File: src/rtl/pwm_rx_pkg.sv
// Shared types for the PWM receive path: FSM states, pulse classes and the
// bit positions of the sticky error flags.
package pwm_rx_pkg;

    typedef enum logic [1:0] {
        IDLE,
        ARMED,
        DATA
    } state_t;

    typedef enum logic [1:0] {
        SHORT,
        VALID,
        LONG
    } pclass_t;

    localparam int ERR_UNDER = 0;
    localparam int ERR_OVER  = 1;
    localparam int ERR_LONG  = 2;
    localparam int ERR_DROP  = 3;

endpackage

File: src/rtl/pwm_width_meter.sv
// Synchronizes the PWM line, detects edges and measures high-pulse width and
// low-gap length in sampling-clock cycles.
module pwm_width_meter #(
    parameter int CNT_W   = 8,
    parameter int GAP_MIN = 16
) (
    input  logic             clk,
    input  logic             rstn,
    input  logic             in,
    output logic             pulse_done,
    output logic [CNT_W-1:0] width,
    output logic             pulse_long,
    output logic             gap_hit
);

    localparam int               GAP_W   = $clog2(GAP_MIN + 1);
    localparam logic [CNT_W-1:0] CNT_MAX = '1;
    localparam logic [GAP_W-1:0] GAP_TOP = GAP_W'(GAP_MIN);

    logic             s1_reg;
    logic             s2_reg;
    logic             s3_reg;
    logic [CNT_W-1:0] width_reg;
    logic [GAP_W-1:0] gap_reg;
    logic             rise;

    assign rise = s2_reg & ~s3_reg;

    always_ff @(posedge clk or negedge rstn) begin
        if (!rstn) begin
            s1_reg    <= 1'b0;
            s2_reg    <= 1'b0;
            s3_reg    <= 1'b0;
            width_reg <= '0;
            gap_reg   <= '0;
        end else begin
            s1_reg <= in;
            s2_reg <= s1_reg;
            s3_reg <= s2_reg;
            // Rise restarts the count at 1 so the value seen on fall equals the high-cycle count.
            if (rise)
                width_reg <= CNT_W'(1);
            else if (s2_reg && width_reg != CNT_MAX)
                width_reg <= width_reg + 1'b1;
            if (s2_reg)
                gap_reg <= '0;
            else if (gap_reg != GAP_TOP)
                gap_reg <= gap_reg + 1'b1;
        end
    end

    assign pulse_done = ~s2_reg & s3_reg;
    assign width      = width_reg;
    assign pulse_long = (width_reg == CNT_MAX);
    assign gap_hit    = (gap_reg == GAP_TOP);

endmodule

File: src/rtl/rx_pwm_decoder.sv
// PWM receiver: frames pulses between idle gaps, calibrates on the first pulse
// and emits (width - reference) as a symbol through a single-entry valid/ready stage.
module rx_pwm_decoder
    import pwm_rx_pkg::*;
#(
    parameter int SYM_W   = 4,
    parameter int CNT_W   = 8,
    parameter int GAP_MIN = 16,
    parameter int MIN_W   = 2
) (
    input  logic             clk,
    input  logic             rstn,
    input  logic             in,
    output logic [SYM_W-1:0] sym,
    output logic             sym_sof,
    output logic             sym_valid,
    input  logic             sym_ready,
    output logic [CNT_W-1:0] ref_width,
    output logic             frame_active,
    output logic [3:0]       err,
    input  logic             err_clr
);

    localparam logic [CNT_W-1:0] SYM_MAX = CNT_W'((1 << SYM_W) - 1);

    logic             pulse_done;
    logic [CNT_W-1:0] width;
    logic             pulse_long;
    logic             gap_hit;

    state_t           state_reg;
    logic [SYM_W-1:0] sym_reg;
    logic             sof_reg;
    logic             valid_reg;
    logic             sof_pend_reg;
    logic [CNT_W-1:0] ref_reg;
    logic [3:0]       err_reg;

    pclass_t          pclass;
    logic [CNT_W:0]   diff;
    logic             under;
    logic             over;
    logic [SYM_W-1:0] dec_sym;
    logic             emit;
    logic             drop;
    logic [3:0]       err_set;

    pwm_width_meter #(
        .CNT_W  (CNT_W),
        .GAP_MIN(GAP_MIN)
    ) u_meter (
        .clk       (clk),
        .rstn      (rstn),
        .in        (in),
        .pulse_done(pulse_done),
        .width     (width),
        .pulse_long(pulse_long),
        .gap_hit   (gap_hit)
    );

    always_comb begin
        pclass = VALID;
        if (pulse_long)
            pclass = LONG;
        else if (width < CNT_W'(MIN_W))
            pclass = SHORT;

        // Zero-extended subtraction; the top bit is the sign of width - ref.
        diff  = {1'b0, width} - {1'b0, ref_reg};
        under = diff[CNT_W];
        over  = ~diff[CNT_W] && (diff[CNT_W-1:0] > SYM_MAX);
        if (under)
            dec_sym = '0;
        else if (over)
            dec_sym = '1;
        else
            dec_sym = diff[SYM_W-1:0];

        emit = pulse_done && (pclass == VALID) && (state_reg == DATA);
        drop = emit && valid_reg && !sym_ready;

        err_set            = '0;
        err_set[ERR_UNDER] = emit && under;
        err_set[ERR_OVER]  = emit && over;
        err_set[ERR_LONG]  = pulse_done && (pclass == LONG);
        err_set[ERR_DROP]  = drop;
    end

    always_ff @(posedge clk or negedge rstn) begin
        if (!rstn) begin
            state_reg    <= IDLE;
            sym_reg      <= '0;
            sof_reg      <= 1'b0;
            valid_reg    <= 1'b0;
            sof_pend_reg <= 1'b0;
            ref_reg      <= '0;
            err_reg      <= '0;
        end else begin
            err_reg <= (err_clr ? 4'b0000 : err_reg) | err_set;

            if (pulse_done && pclass == LONG) begin
                state_reg <= IDLE;
            end else begin
                case (state_reg)
                    IDLE: if (gap_hit) state_reg <= ARMED;
                    ARMED: begin
                        if (pulse_done && pclass == VALID) begin
                            ref_reg      <= width;
                            sof_pend_reg <= 1'b1;
                            state_reg    <= DATA;
                        end
                    end
                    DATA: if (gap_hit) state_reg <= ARMED;
                    default: state_reg <= IDLE;
                endcase
            end

            if (emit && !drop) begin
                sym_reg      <= dec_sym;
                sof_reg      <= sof_pend_reg;
                valid_reg    <= 1'b1;
                sof_pend_reg <= 1'b0;
            end else if (valid_reg && sym_ready) begin
                valid_reg <= 1'b0;
            end
        end
    end

    assign sym          = sym_reg;
    assign sym_sof      = sof_reg;
    assign sym_valid    = valid_reg;
    assign ref_width    = ref_reg;
    assign frame_active = (state_reg == DATA);
    assign err          = err_reg;

endmodule

File: config.mk
export PLATFORM = sky130hd
export DESIGN_NAME = rx_pwm_decoder
export DESIGN_NICKNAME = d
export VERILOG_FILES = /design/src/rtl/pwm_rx_pkg.sv /design/src/rtl/pwm_width_meter.sv /design/src/rtl/rx_pwm_decoder.sv
export SDC_FILE = /design/constraint.sdc
export NUM_CORES = 1
export LEC_CHECK = 0
export ABC_CLOCK_PERIOD_IN_PS = 6300
export BUFFER_PORTS_ARGS = -buffer_cell sky130_fd_sc_hd__buf_2
export CAP_MARGIN = 30
export CELL_PAD_IN_SITES_DETAIL_PLACEMENT = 1
export CELL_PAD_IN_SITES_GLOBAL_PLACEMENT = 2
export CORE_ASPECT_RATIO = 1.75
export CORE_MARGIN = 2
export CORE_UTILIZATION = 40
export CTS_BUF_LIST = sky130_fd_sc_hd__clkbuf_4 sky130_fd_sc_hd__clkbuf_8 sky130_fd_sc_hd__clkbuf_16
export CTS_CLUSTER_SIZE = 25
export DETAILED_ROUTE_END_ITERATION = 16
export GPL_TIMING_DRIVEN = 0
export PLACE_DENSITY_LB_ADDON = 0.1
export SLEW_MARGIN = 10
export SYNTH_ARGS = -nofsm -noshare
export SYNTH_HDL_FRONTEND = slang
export SYNTH_HIERARCHICAL = 1
export SYNTH_SLANG_ARGS = --single-unit
File: constraint.sdc
create_clock -name clk -period 6.3 [get_ports clk]
set_input_delay 1.89 -clock clk [delete_from_list [all_inputs] [get_ports clk]]
set_output_delay 1.89 -clock clk [all_outputs]
set_load 0.1 [all_outputs]
==> reports/results.ini <==
[pwr]
powerDensity_nw_per_um2=248
leakage_nw=1.25
p_sw_mw=0.163
clockPowerShare=0.400
peakVddDrop_mv=0.162
power_mw=0.612
p_seq_frac=0.420
swShare=0.267
p_int_mw=0.449
power_frac_comb=0.179

[worst_setup_path]
critPathBufInv=1
criticalPathCategory=reg2out
r2r-end=err[1]$_DFF_PN0_
ff2ff_path_depth=8
crit_chain=nor2b_1 -> buf_2
required_ps=4410
ff2ff_setup_slack_ps=3610
crit_path_end_kind=primary output
start_kind=register
critPathSlowestCell=buf_2
critPathTopFamily=buffers and inverters
cp_slowest_stage_delay_ps=490
r2r-start=u_meter/width[0]$_DFFE_PN0P_
arrival_ps=1430
path_max_fanout=5
critPathLaunch=state_reg[0]$_DFFE_PN0P_

[grt]
track_usage=0.193
antenna_found_initial=0
grt_overflow=0
first_global_vias=1849
grt_pass1_wl_mm=8.73
grt_start_max_net_pins=38

[synth]
synth_area_per_cell_um2=10.4
ys.flop_type=dfrtp_1
synth_top_area_share=0.432
yosysMostFrequentCell=dfrtp_1
synth-async-reset-ratio=1.00
ys_top_cells_by_area=dfrtp_1, ha_1, inv_1, o21ai_2, mux2i_1
synth_common_cells=dfrtp_1, inv_1, ha_1
ys_ff_latch=37
synth_cell_types=51
syn_inst=205
synthesis.area_um2=2140
yosysSeqAreaShare=0.432
synth.net_count=223
yosysWarnings=6
synth_top_area_cell=dfrtp_1
synth-edff-count=0

[timing]
period_share=0.528
tns_ps=0
clock_skew_ps=9.90
final-hold-violation-count=0
relSlewSlack=0.432
setup_viol=0
tightest_slew_ps=853
drv_slew=0
fmax_ghz=0.301
layout_setup_ws_ps=2980
rsz0062_at_grt=false
timing.hold.ws_ps=367
final.min_clock_period_ps=3320

[finish]
multi_input_area_um2=1070
nets=254
seq_area_um2=926
drive_gt1_frac=0.249
n_antenna_cell=0
fill_cells=602
design_area_um2=2460
area_growth_syn_to_layout_pct=15.1
final_cells=292
final_util=0.473

[floorplanning]
fp.dieH_um=101
dieWidth_um=59.3
rows=35
initial_core_util=0.411
core-area_um2=5210
io_pins=24
die-area_um2=5980

[cts]
clkSinkCount=37
cts_max_path_buffers=2
cts_tree=done
cts.htree.levels=2
cts-root-buf=clkbuf_8
post_cts_buffers=0
clkTransAtPathRegs_ps=80
post_cts_resized=0
cts_buffers=5
clk-insertion-delay-late_ps=290
postCtsHoldBufs=0

[placement]
place_area_um2=2320
dp_slack_ps=3280
post-dp-hpwl_mm=3.85
port-buffer-count=23
place.gp.congestion=0.820
dp_cells=283

[drt]
drt-total-wl_mm=4.98
antenna_left=0
drc=0
drtPass1Iterations=4
vias=1673
first_iter_violations=69
viasPerCell=5.73
wl_per_cell_um=17.1

[hold_path]
min_to=u_meter/s2_reg$_DFF_PN0_
worstHoldStart=u_meter/s1_reg$_DFF_PN0_
hold_depth=0
hold_class=reg2reg

[flow_run]
maxCapViolations=0

[status]
status=complete, no violations

[routing by layer]
metal | vias up | global-route usage | part of all wire
li1 | 803 | - | -
met3 | 10 | 0.0231 | 0.017
met2 | 27 | 0.367 | 0.58
met4 | 0 | 0.0734 | 0.025
met1 | 833 | 0.204 | 0.38
met5 | - | 0 | 0
[cells by family (layout without fill, tap and decap cells)]
group / after synthesis / after routing / share of synthesized area
flops: 37 / 37 / 0.432
xor+xnor: 6 / 6 / 0.0246
compound gates: 53 / 53 / 0.178
mux: 8 / 8 / 0.0421
buf+inv: 28 / 60 / 0.0684
simple gates: 60 / 60 / 0.175
fa+ha+maj: 13 / 13 / 0.0795
[final cells by class]
cell class                 count  share of cell area
buffer                         5              0.0244
timing repair buffer          24              0.0488
inverter                      23              0.0350
clock inverter                 3              0.0264
clock buffer                   5              0.0279
multi-input combinational    140               0.434
tap                           55              0.0279
sequential                    37               0.376
[how the worst max path moves through the flow]
stage	to	slack, ps	cells past startpoint
detailed placement	frame_active	3280	2
finish	frame_active	2980	2
CTS	frame_active	2960	2
floorplan	frame_active	2570	1
global placement	frame_active	3270	2
global route	frame_active	2890	2
[power groups by stage]
stage,Sequential [mW],Clock [mW],Combinational (mW)
finish,0.257,0.245,0.110
global route,0.259,0.256,0.124
CTS,0.257,0.251,0.111
detailed placement,0.262,0,0.110
global placement,0.261,0,0.104
floorplan,0.258,0,0.0783
[placed cells by master (no fill, tap or decap), drive strengths merged, types with 2 or more instances in the layout]
master   n
a211oi   3
a21o     5
a21oi   11
a31oi    7
and3     3
and4     3
and4bb   2
buf     29
bufinv   2
clkbuf   5
dfrtp   37
ha      12
inv     23
mux2     2
mux2i    6
nand2   12
nand2b   2
nand3    8
nand4    2
nor2    11
nor2b    5
nor3     4
o21ai   11
o21bai   2
o221a    2
o22ai    4
xnor2    3
xor2     3
(Power assumes the default switching activity.)
